==> src/rtl/tpm_status_display.sv <==
// Status/readout engine: debounced page button, page FSM with auto-scroll and
// failure blink, and a registered seven-segment / LED output stage.
//
// state     | meaning
// ST_MANUAL | page advances only on a debounced button press
// ST_AUTO   | page advances on scroll-timer expiry or on a press
// ST_FAIL   | op_state is 3'b101; page forced to 0, display blinks
module tpm_status_display #(
  parameter int NUM_CH       = 8,
  parameter int CNT_W        = 32,
  parameter int NUM_DIGITS   = 5,
  parameter int DEB_TICKS    = 500000,
  parameter int SCROLL_TICKS = 50000000,
  parameter int BLINK_TICKS  = 25000000
) (
  input  logic                    CLOCK_50,
  input  logic                    reset,
  input  logic [2:0]              op_state,
  input  logic [NUM_CH*CNT_W-1:0] cnt_bus,
  input  logic                    btn_n,
  input  logic                    auto_en,
  output logic [4*NUM_DIGITS-1:0] digits,
  output logic [NUM_DIGITS-1:0]   blank,
  output logic [3:0]              page,
  output logic                    overflow,
  output logic                    auto_led
);

  localparam int DEB_W    = (DEB_TICKS > 2) ? $clog2(DEB_TICKS) : 1;
  localparam int SCROLL_W = (SCROLL_TICKS > 2) ? $clog2(SCROLL_TICKS) : 1;
  localparam int BLINK_W  = (BLINK_TICKS > 2) ? $clog2(BLINK_TICKS) : 1;
  localparam int FW       = 4 * (NUM_DIGITS - 1);
  localparam int EXT_W    = (CNT_W > FW) ? CNT_W : FW;

  localparam logic [DEB_W-1:0]    DEB_RELOAD    = DEB_W'(DEB_TICKS - 1);
  localparam logic [SCROLL_W-1:0] SCROLL_RELOAD = SCROLL_W'(SCROLL_TICKS - 1);
  localparam logic [BLINK_W-1:0]  BLINK_RELOAD  = BLINK_W'(BLINK_TICKS - 1);

  typedef enum logic [1:0] {ST_MANUAL, ST_AUTO, ST_FAIL} state_t;

  logic             btn_s1, btn_s2, btn_deb, press;
  logic [DEB_W-1:0] deb_cnt;

  // Counter runs only while the synchronised level disagrees with the
  // debounced level, so any bounce back reloads it.
  always_ff @(posedge CLOCK_50 or posedge reset) begin
    if (reset) begin
      btn_s1  <= 1'b1;
      btn_s2  <= 1'b1;
      btn_deb <= 1'b1;
      deb_cnt <= DEB_RELOAD;
      press   <= 1'b0;
    end else begin
      btn_s1 <= btn_n;
      btn_s2 <= btn_s1;
      press  <= 1'b0;
      if (btn_s2 == btn_deb) begin
        deb_cnt <= DEB_RELOAD;
      end else if (deb_cnt == '0) begin
        btn_deb <= btn_s2;
        deb_cnt <= DEB_RELOAD;
        press   <= ~btn_s2;
      end else begin
        deb_cnt <= deb_cnt - 1'b1;
      end
    end
  end

  state_t              state_q, state_n;
  logic [3:0]          page_q, page_n, page_inc;
  logic [SCROLL_W-1:0] scroll_q, scroll_n;
  logic [BLINK_W-1:0]  blink_cnt_q, blink_cnt_n;
  logic                blink_vis_q, blink_vis_n;

  always_ff @(posedge CLOCK_50 or posedge reset) begin
    if (reset) begin
      state_q     <= ST_MANUAL;
      page_q      <= 4'd0;
      scroll_q    <= SCROLL_RELOAD;
      blink_cnt_q <= BLINK_RELOAD;
      blink_vis_q <= 1'b1;
    end else begin
      state_q     <= state_n;
      page_q      <= page_n;
      scroll_q    <= scroll_n;
      blink_cnt_q <= blink_cnt_n;
      blink_vis_q <= blink_vis_n;
    end
  end

  always_comb begin
    state_n     = state_q;
    page_n      = page_q;
    scroll_n    = scroll_q;
    blink_cnt_n = blink_cnt_q;
    blink_vis_n = blink_vis_q;
    page_inc    = (page_q == 4'(NUM_CH)) ? 4'd0 : page_q + 4'd1;
    if (op_state == 3'b101 && state_q != ST_FAIL) begin
      state_n     = ST_FAIL;
      page_n      = 4'd0;
      blink_cnt_n = BLINK_RELOAD;
      blink_vis_n = 1'b1;
    end else begin
      case (state_q)
        ST_MANUAL: begin
          if (press) page_n = page_inc;
          if (auto_en) begin
            state_n  = ST_AUTO;
            scroll_n = SCROLL_RELOAD;
          end
        end
        ST_AUTO: begin
          if (!auto_en) begin
            state_n = ST_MANUAL;
            if (press) page_n = page_inc;
          end else if (press || scroll_q == '0) begin
            page_n   = page_inc;
            scroll_n = SCROLL_RELOAD;
          end else begin
            scroll_n = scroll_q - 1'b1;
          end
        end
        ST_FAIL: begin
          if (op_state != 3'b101) begin
            state_n  = auto_en ? ST_AUTO : ST_MANUAL;
            page_n   = 4'd0;
            scroll_n = SCROLL_RELOAD;
          end else if (blink_cnt_q == '0) begin
            blink_vis_n = ~blink_vis_q;
            blink_cnt_n = BLINK_RELOAD;
          end else begin
            blink_cnt_n = blink_cnt_q - 1'b1;
          end
        end
        default: state_n = ST_MANUAL;
      endcase
    end
  end

  logic [CNT_W-1:0]        ch_sel;
  logic [EXT_W-1:0]        ch_ext;
  logic [19:0]             mnem;
  logic [4*NUM_DIGITS-1:0] digits_n;
  logic [NUM_DIGITS-1:0]   blank_n;
  logic                    overflow_n;

  always_comb begin
    ch_sel = '0;
    for (int k = 0; k < NUM_CH; k++) begin
      if (page_q == 4'(k + 1)) ch_sel = cnt_bus[k*CNT_W +: CNT_W];
    end
    ch_ext = EXT_W'(ch_sel);
    case (op_state)
      3'b000:  mnem = 20'h20FF5;
      3'b001:  mnem = 20'h17195;
      3'b010:  mnem = 20'h59A89;
      3'b011:  mnem = 20'h02E89;
      3'b100:  mnem = 20'h5E6F9;
      3'b101:  mnem = 20'hFA165;
      3'b110:  mnem = 20'h53495;
      default: mnem = 20'h00000;
    endcase
    blank_n = '0;
    if (page_q == 4'd0) begin
      digits_n     = (4*NUM_DIGITS)'(mnem);
      overflow_n   = 1'b0;
      blank_n      = '1;
      blank_n[4:0] = 5'b00000;
    end else begin
      digits_n   = {page_q, ch_ext[FW-1:0]};
      overflow_n = |(ch_ext >> FW);
    end
    if (state_q == ST_FAIL && !blink_vis_q) blank_n = '1;
  end

  always_ff @(posedge CLOCK_50 or posedge reset) begin
    if (reset) begin
      digits   <= '0;
      blank    <= '1;
      overflow <= 1'b0;
      auto_led <= 1'b0;
    end else begin
      digits   <= digits_n;
      blank    <= blank_n;
      overflow <= overflow_n;
      auto_led <= (state_q == ST_AUTO) || (state_q == ST_FAIL && auto_en);
    end
  end

  assign page = page_q;

endmodule

==> config.mk <==
export PLATFORM = sky130hd
export DESIGN_NAME = tpm_status_display
export DESIGN_NICKNAME = d
export VERILOG_FILES = /design/src/rtl/tpm_status_display.sv
export SDC_FILE = /design/constraint.sdc
export NUM_CORES = 1
export LEC_CHECK = 0
export CELL_PAD_IN_SITES_DETAIL_PLACEMENT = 1
export CELL_PAD_IN_SITES_GLOBAL_PLACEMENT = 2
export CORE_UTILIZATION = 22
export DETAILED_ROUTE_END_ITERATION = 10
export GPL_TIMING_DRIVEN = 0
export HOLD_SLACK_MARGIN = 0.1
export PLACE_DENSITY = 0.79
export SLEW_MARGIN = 0
export SYNTH_ARGS = -nofsm -noshare
export SYNTH_HDL_FRONTEND = slang
export SYNTH_SLANG_ARGS = --single-unit
==> constraint.sdc <==
create_clock -name CLOCK_50 -period 3.31 [get_ports CLOCK_50]
set_input_delay 0.662 -clock CLOCK_50 [delete_from_list [all_inputs] [get_ports CLOCK_50]]
set_output_delay 0.662 -clock CLOCK_50 [all_outputs]
set_load 0.03 [all_outputs]
# Word level (Yosys, flattened, before mapping)
# Cells that the tools add are included.
dict set report classes {
  addsub 4
  shifts 0
  n_bitwise 4
  n_lt_le_gt_ge 0
  n_eq_ne 27
  reduce_logical 23
  n_mul 0
  div 0
  n_mux 42
}
# op count
set op_table {}
lappend op_table {{32-bit two-way mux} 8}
lappend op_table {{20-bit case mux with 7 select lines} 1}
lappend op_table {{26-bit two-way mux} 4}
lappend op_table {{25-bit two-way mux} 4}
lappend op_table {{26-bit case mux with 3 select lines} 1}
lappend op_table {{19-bit two-way mux} 2}
lappend op_table {{26-bit logical NOT} 1}
lappend op_table {{26-bit by 1-bit subtractor with 26-bit output, second input constant} 1}
lappend op_table {{25-bit logical NOT} 1}
lappend op_table {{25-bit by 1-bit subtractor with 25-bit output, second input constant} 1}
lappend op_table {{4-bit two-way mux} 6}
lappend op_table {{20-bit two-way mux} 1}
lappend op_table {{19-bit logical NOT} 1}
lappend op_table {{19-bit by 1-bit subtractor with 19-bit output, second input constant} 1}
lappend op_table {{4-bit by 3-bit == test with 1-bit output, second input constant} 4}
lappend op_table {{16-bit OR reduction} 1}
lappend op_table {{3-bit inequality test, second input constant} 4}
lappend op_table {{4-bit case mux with 3 select lines} 1}
lappend op_table {{2-bit inequality test, second input constant} 5}
lappend op_table {{3-bit == test, second input constant} 3}
lappend op_table {{3-bit AND reduction} 3}
lappend op_table {{4-bit by 2-bit == test with 1-bit output, second input constant} 2}
lappend op_table {{1-bit two-way mux} 8}
lappend op_table {{2-bit two-way mux} 4}
lappend op_table {{23 further kinds} 32}
dict set report word_totals {
  ff_bits 108
  mem_count 0
  inputBits 263
  wordCells 114
  ramBits 0
  latchBits 0
  mem_bits_ro 0
}

# Logic depth before layout (Yosys ltp)
# Gate-level depths: netlist of run 1.
dict set report depth {
  ltp_word 11
  mapped_depth 11
  mapped_depth_nobuf 8
}

# Worst setup path after synthesis of run 1
# OpenSTA, ideal clock, no wires.
dict set report synth_timing {
  path_type {reg-to-reg}
  from {reg page_q[0], in the netlist page[0]}
  to {reg overflow}
  stages_incl_launch_ff 11
  synth_period_minus_slack_ps 2556
  arrival_time_ps 2474
  setup_slack_ps 754
  cell_sequence {dfrtp_1 > inv_1 > ha_1 > clkbuf_1 > or4b_2 > clkbuf_1 > o21bai_1 > a21boi_0 > o32a_1 > nor4_1 > a31oi_1}
}
dict set report synth_via {
  elab_chain_cells 11
}
# element line_no
set synth_lines {}
lappend synth_lines {{start: declaration} 70} ;# logic [3:0] page_q, page_n, page_inc;
lappend synth_lines {{start signal: assignment} 84} ;# page_q <= page_n;
lappend synth_lines {{4-bit by 1-bit == test with 1-bit output} 150} ;# if (page_q == 4'(k + 1)) ch_sel = cnt_bus[k*CNT_W +: CNT_W];
lappend synth_lines {{32-bit two-way mux (8 in a row)} 150}
lappend synth_lines {{16-bit OR reduction} 171} ;# overflow_n = |(ch_ext >> FW);
lappend synth_lines {{1-bit two-way mux (*)} 164} ;# if (page_q == 4'd0) begin
lappend synth_lines {{named net overflow_n} 145} ;# logic overflow_n;
lappend synth_lines {{end signal: assignment} 185} ;# overflow <= overflow_n;
lappend synth_lines {{end: declaration} 25} ;# output logic overflow,
# Mark *: on every way through the listed nets, which the timed path passes. The rest lies on a longest branch.
# A chain may end at the register's enable or synchronous reset.

# Final worst setup path of run 1
# Ends and elaborated chain as after synthesis.

==> results.md, run 1 <==
* Leading area contributor after synthesis: dfstp_2
* DP Cell Count at 1553
* Post-synth EDFFs at 0
* Routability Congestion at 0.8698
* Crit path required time at 3.53 ns
* Final HPWL DP at 26.22 mm
* Syn avg cell area at 8.214 um2
* CTS Hold Bufs at 0
* Largest net degree at the start of global routing at 56
* Post-layout util at 0.3422
* Pwr Total at 5483 uW
* Crit-path max cell delay at 0.54 ns
* Clock transition at the registers of the reported paths at 0.08 ns
* Synth-to-Final Area Change at 53.22%
* Min-Delay Path Class: reg -> reg
* Synth Flop Type: dfrtp_1
* Max-Cap Viols at 0
* Crit path buf inv count at 2
* Top-count cell post-synth: nand2_1
* Area contributors post-synth: dfstp_2 19%, dfrtp_1 19%, nand2_1 6.7%, o21ai_0 5.5%, nor2_1 4.3%
* CP endpoint kind: register
* R2R Setup Slk at 0.22 ns
* Peak supply drop at 0.2132 mV
* H-tree Lvls at 3
* Total number of yosys warnings at 0
* Avg WL per Cell at 20.35 um
* ANT nets after route at 0
* Area of the mapped netlist at 7048 um2
* Commonest cells post-synth: 126 x nand2_1, 80 x nor2_1, 78 x o21ai_0
* Final TNS setup at 0 ns
* Hold Startpoint: btn_s1
* Lkg Pwr at 0.003944 uW
* Multi-input logic area at 4108 um2
* Crit path top cell by count: o32a_1
* Crit path cell chain: inv_1 -> ha_1 -> or4b_2 -> clkbuf_1 -> o32a_1 -> a21oi_1 -> o32a_1 -> nor4_1 -> a31oi_1
* Core Footprint at 31560 um2
* WHS at 0.3815 ns
* Starting Density at 0.2234
* Worst Hold Path EP: btn_s2
* GR Util All Layers at 0.1953
* Die Wd at 181.0 um
* Cell count after synthesis at 858
* Crit path DAT at 3.31 ns
* Clk root buf: clkbuf_16
* Drt via density at 4.945
* Worst slew pin tran at 0.8883 ns
* RR Endpoint: overflow
* Drt first pass iters at 8
* Final Hold Fails at 0
* Critical path class: reg -> reg
* Fin crit share at 0.9346
* Grt total ovfl at 0
* Share of post-route cells with drive strength above 1 at 0.09091
* Top-area cell type share of the netlist area at 0.1901
* CTS Buf Count at 9
* CP startpoint kind: register
* Crit-path max FO at 10
* Vias post-DR at 7778
* Asr flop ratio synth at 1.000
* Residual DRC at 0
* Final-report setup violation count at 0
* Clock latency on the worst-skew pair at 0.36 ns
* Nets@finish at 1434
* Delay-heaviest family, CP: compound AO/OA/AOI/OAI gates
* Synthesized Nets at 1131
* Clock sink count at 104
* Sequential-to-total area share from yosys stat at 0.3783
* Placement Rows at 65
* IO Port Bufs at 292
* Filler instances at 3761
* Post-Route WL at 32.01 mm
* RSZ-0062 raised after global routing: false
* First-pass GRT wire length at 48.53 mm
* Post-CTS Setup Repair Bufs at 0
* Number of synthesized register bits at 104
* Final slew viol count at 0
* Hold Path Depth at 0
* Final non-filler cell total at 1573
* First DRT Iteration DRCs at 340
* Clock buffer depth at 2
* Initial antenna violation count at 7
* Max-slew headroom at 0.4063
* Synth cell types at 67
* CTS tree: yes
* Slowest CP cell: nor4_1
* PD cells at 507.7 nW/um2
* Fin crit period at 3.093 ns
* Number of global-route vias before repair at 8196
* Setup clock skew after layout at 0.01024 ns
* Sequential Area at 2666 um2
* Die Area at 32760 um2
* Status: complete, no violations
* FF-to-FF path depth at 9
* Fmax at 323.3 MHz
* IO Count at 294
* Worst R2R Start: page[0]
* Height of the chip at 181.0 um
==> power breakdown <==
group | switching (uW) | internal, uW
clock network | 534 | 523
registers | 119 | 1490
logic | 1660 | 1160
==> metal layers <==
| layer | vias to the layer above | share of wire | GRT usage |
|---|---|---|---|
| li1 | 3738 | - | - |
| met1 | 3760 | 0.40 | 0.2220 |
| met2 | 225 | 0.51 | 0.3497 |
| met3 | 53 | 0.052 | 0.04173 |
| met4 | 2 | 0.030 | 0.08712 |
| met5 | - | 0.00047 | 0 |
==> kinds of logic (layout without fill, tap and decap cells) <==
group / Yosys count / in the layout / synth area share
compound gates: 235 / 235 / 0.2065
xor+xnor: 36 / 36 / 0.04474
fa+ha+maj: 10 / 10 / 0.01775
buf+inv: 69 / 377 / 0.03923
flops: 104 / 104 / 0.3783
mux: 18 / 18 / 0.04083
other cells: 0 / 5 / 0
simple gates: 386 / 386 / 0.2727
==> state kept, by name, summed over array words and instances, names as in the netlist, 2 cells and up <==
name,cells
digits,20
blink_cnt_q,25
state_q,2
scroll_q,26
deb_cnt,19
page,4
==> what timing repair did <==
item / CTS / global route
cloned: 0 / 0
resized for setup: 2 / 6
setup endpoints to repair: 1 / 9
==> area by class of cell <==
class,count,share of cell area
Antenna cell,5,0.001159
Timing Repair Buffer,293,0.2732
Sequential cell,104,0.2469
Tap cell,402,0.04658
Clock buffer,10,0.02120
Multi-Input combinational cell,685,0.3804
Inverter,18,0.006488
Clock inverter,6,0.004634
Buffer,50,0.01946
==> how the worst max path moves through the flow <==
| stage | start | to | slack (ns) | cells after the start |
|---|---|---|---|---|
| after CTS | page[0] | overflow | 0.06 | 9 |
| final | page[0] | overflow | 0.22 | 9 |
| after detailed placement | page[1] | overflow | -0.15 | 10 |
| after global placement | reset | digits[14] | -1.93 | 2 |
| after global routing | page[0] | overflow | 0.02 | 8 |
| after floorplan | reset | auto_led | 0.0002 | 1 |
==> per-stage QoR <==
step / worst slack, ns / cell area [um2]
after floorplan: 0.0002107 / 7048
after global placement: -1.934 / 10470
after detailed placement: -0.1499 / 10500
after CTS: 0.06026 / 10790
after global routing: 0.01547 / 10800
final: 0.2166 / 10800
==> placed cells by master, fill, tap and decap left out, types with 7 or more instances in the layout <==
master and count:
clkdlybuf4s50_1 292, nand2_1 126, nor2_1 79, o21ai_0 78
a21oi_1 57, dfrtp_1 53, dfstp_2 51, clkbuf_1 37
nor3_1 31, nor4_1 30, nand3_1 24, xnor2_1 23
a31oi_1 19, inv_1 16, o211ai_1 15, xor2_1 13
or3_1 12, nand2b_1 11, nand3b_1 11, ha_1 10
or4_1 9, clkbuf_16 9, and3_1 8, mux4_2 8
o31ai_1 7, nor3b_1 7
==> worst register-to-register path, stage by stage (launching register included) <==
cell and delay [ns]:
dfrtp_1 0.46, inv_1 0.13, ha_1 0.44, or4b_2 0.21
clkbuf_1 0.35, o32a_1 0.24, a21oi_1 0.04, o32a_1 0.39
nor4_1 0.54, a31oi_1 0.15
No activity file was read; power rests on OpenSTA's default activity.
==> run 2: changes to the inputs <==
--- a/config.mk
+++ b/config.mk
@@ -12,7 +12,7 @@
 export GPL_TIMING_DRIVEN = 0
 export HOLD_SLACK_MARGIN = 0.1
 export PLACE_DENSITY = 0.79
-export SLEW_MARGIN = 0
+export SLEW_MARGIN = 20
 export SYNTH_ARGS = -nofsm -noshare
 export SYNTH_HDL_FRONTEND = slang
 export SYNTH_SLANG_ARGS = --single-unit
==> run 2 against run 1 <==
  * Sequential cell count unchanged
  * Final area about the same
  * Final cell count unchanged
  * Via count unchanged
  * Hold slack unchanged
  * Worst setup slack unchanged
  * Total power about the same
  * Core utilization about the same
  * Clock power about the same
  * Clock skew unchanged
  * Non-clock buffer count unchanged
  * Die area unchanged
  * Largest power group unchanged
==> results.md, run 2 (same netlist as run 1, synthesis figures left out) <==
* Starting Density at 0.2234
* Fin crit period at 3.093 ns
* Hold Startpoint: btn_s1
* WHS at 0.3815 ns
* Max-slew headroom at 0.4063
* CP startpoint kind: register
* Fin crit share at 0.9346
* IO Port Bufs at 292
* Clock sink count at 104
* Drt first pass iters at 8
* CTS tree: yes
* Final TNS setup at 0 ns
* Avg WL per Cell at 20.35 um
* Crit-path max FO at 10
* Lkg Pwr at 0.003944 uW
* Post-CTS Setup Repair Bufs at 0
* Setup clock skew after layout at 0.01024 ns
* ANT nets after route at 0
* Grt total ovfl at 0
* First DRT Iteration DRCs at 340
* Die Wd at 181.0 um
* Most common cell after layout, fill and taps aside: clkdlybuf4s50_1
* Crit path required time at 3.53 ns
* Clock transition at the registers of the reported paths at 0.08 ns
* Net switching power figure at 2316 uW
* Residual DRC at 0
* Post-placement cell area at 10510 um2
* Clk root buf: clkbuf_16
* Worst R2R Start: page[0]
* Routability Congestion at 0.8698
* Critical path class: reg -> reg
* Crit path DAT at 3.31 ns
* Worst slew pin tran at 0.8883 ns
* First-pass GRT wire length at 48.53 mm
* Number of global-route vias before repair at 8196
* Initial antenna violation count at 7
* CP endpoint kind: register
* Placement Rows at 65
* Final slew viol count at 0
* Vias post-DR at 7778
* Internal cell power at 3168 uW
* Largest registers: scroll_q: 26 flops, blink_cnt_q: 25 flops, digits: 20 flops
* Share of post-route cells with drive strength above 1 at 0.09091
* Max-Cap Viols at 0
* Largest Register: scroll_q
* CTS Buf Count at 9
* Final HPWL DP at 26.22 mm
* Status: complete, no violations
* Core Footprint at 31560 um2
* Final Cell Area at 10800 um2
* Clock power frac at 0.193
* Post-layout util at 0.3423
* PD cells at 507.6 nW/um2
* Final Hold Fails at 0
* Sequential share of power at 0.293
* Drt via density at 4.945
* Switching share of total power at 0.4223
* GR Util All Layers at 0.1953
* Min-Delay Path Class: reg -> reg
* Largest net degree at the start of global routing at 56
* Synth-to-Final Area Change at 53.26%
* Clock buffer depth at 2
* Fmax at 323.3 MHz
* Peak supply drop at 0.2132 mV
* Nets@finish at 1434
* Most frequent cells in the layout: 292 x clkdlybuf4s50_1, 126 x nand2_1, 79 x nor2_1
* CTS Hold Bufs at 0
* H-tree Lvls at 3
* RSZ-0062 raised after global routing: false
* Die Area at 32760 um2
* Post-Route WL at 32.01 mm
* Combinational share of power at 0.514
* IO Count at 294
* Final-report setup violation count at 0
* Height of the chip at 181.0 um
* Max reg flops at 26
* Setup crit start: page[0]
* Post-cts repair resize count at 2
* Clock latency on the worst-skew pair at 0.36 ns
## run 2: cell counts in the layout (fill, tap and decap cells not counted)
Identical to the previous run, type by type.
## run 2: area by class of cell
class / instances / area (um2)
clock inverter: 6 / 50.05
inverter: 18 / 72.57
fill: 3760 / 20750
sequential: 104 / 2666
tap: 402 / 503.0
timing repair buffer: 293 / 2950
clock buffer: 10 / 229.0
antenna: 5 / 12.51
multi-input combinational: 685 / 4108
buffer: 50 / 210.2
## run 2: worst max-delay path, cell delays in order, from the launching register on
cell	delay, ns
dfrtp_1	0.46
inv_1	0.13
ha_1	0.44
or4b_2	0.21
clkbuf_1	0.35
o32a_1	0.24
a21oi_1	0.04
o32a_1	0.39
nor4_1	0.54
a31oi_1	0.15
## run 2: power by group through the flow
stage,sequential (uW),combinational [uW],clock [uW]
final,1610,2820,1060
after global routing,1630,3070,1140
after CTS,1610,2860,1090
after detailed placement,1630,2850,0
after global placement,1630,2810,0
after floorplan,1850,1330,0
## run 2: per-layer routing
metal | global-route usage | wire length (um) | vias to the layer above
met4 | 0.08712 | 976 | 2
met5 | 0 | 15 | -
met3 | 0.04173 | 1678 | 53
met2 | 0.3497 | 16480 | 225
met1 | 0.2220 | 12860 | 3760
li1 | - | - | 3738
## run 2: final timing paths
kind / to / slack [ns] / depth (start not counted)
setup / recovery: overflow / 0.22 / 9
hold / removal: btn_s2 / 0.38 / 0
setup reg to reg: overflow / 0.22 / 9
hold reg to reg: btn_s2 / 0.38 / 0
max in group asynchronous: scroll_q[2] / 1.87 / 3
min in group asynchronous: blink_cnt_q[9] / 0.74 / 2
## run 2: through the flow
step	total power [uW]	worst slack, ns	cells
5_1_grt	5850	0.01547	1573
3_5_place_dp	4476	-0.1499	1553
2_1_floorplan	3183	0.0002107	858
3_3_place_gp	4433	-1.934	1552
4_1_cts	5554	0.06026	1569
6_report	5483	0.2166	1573
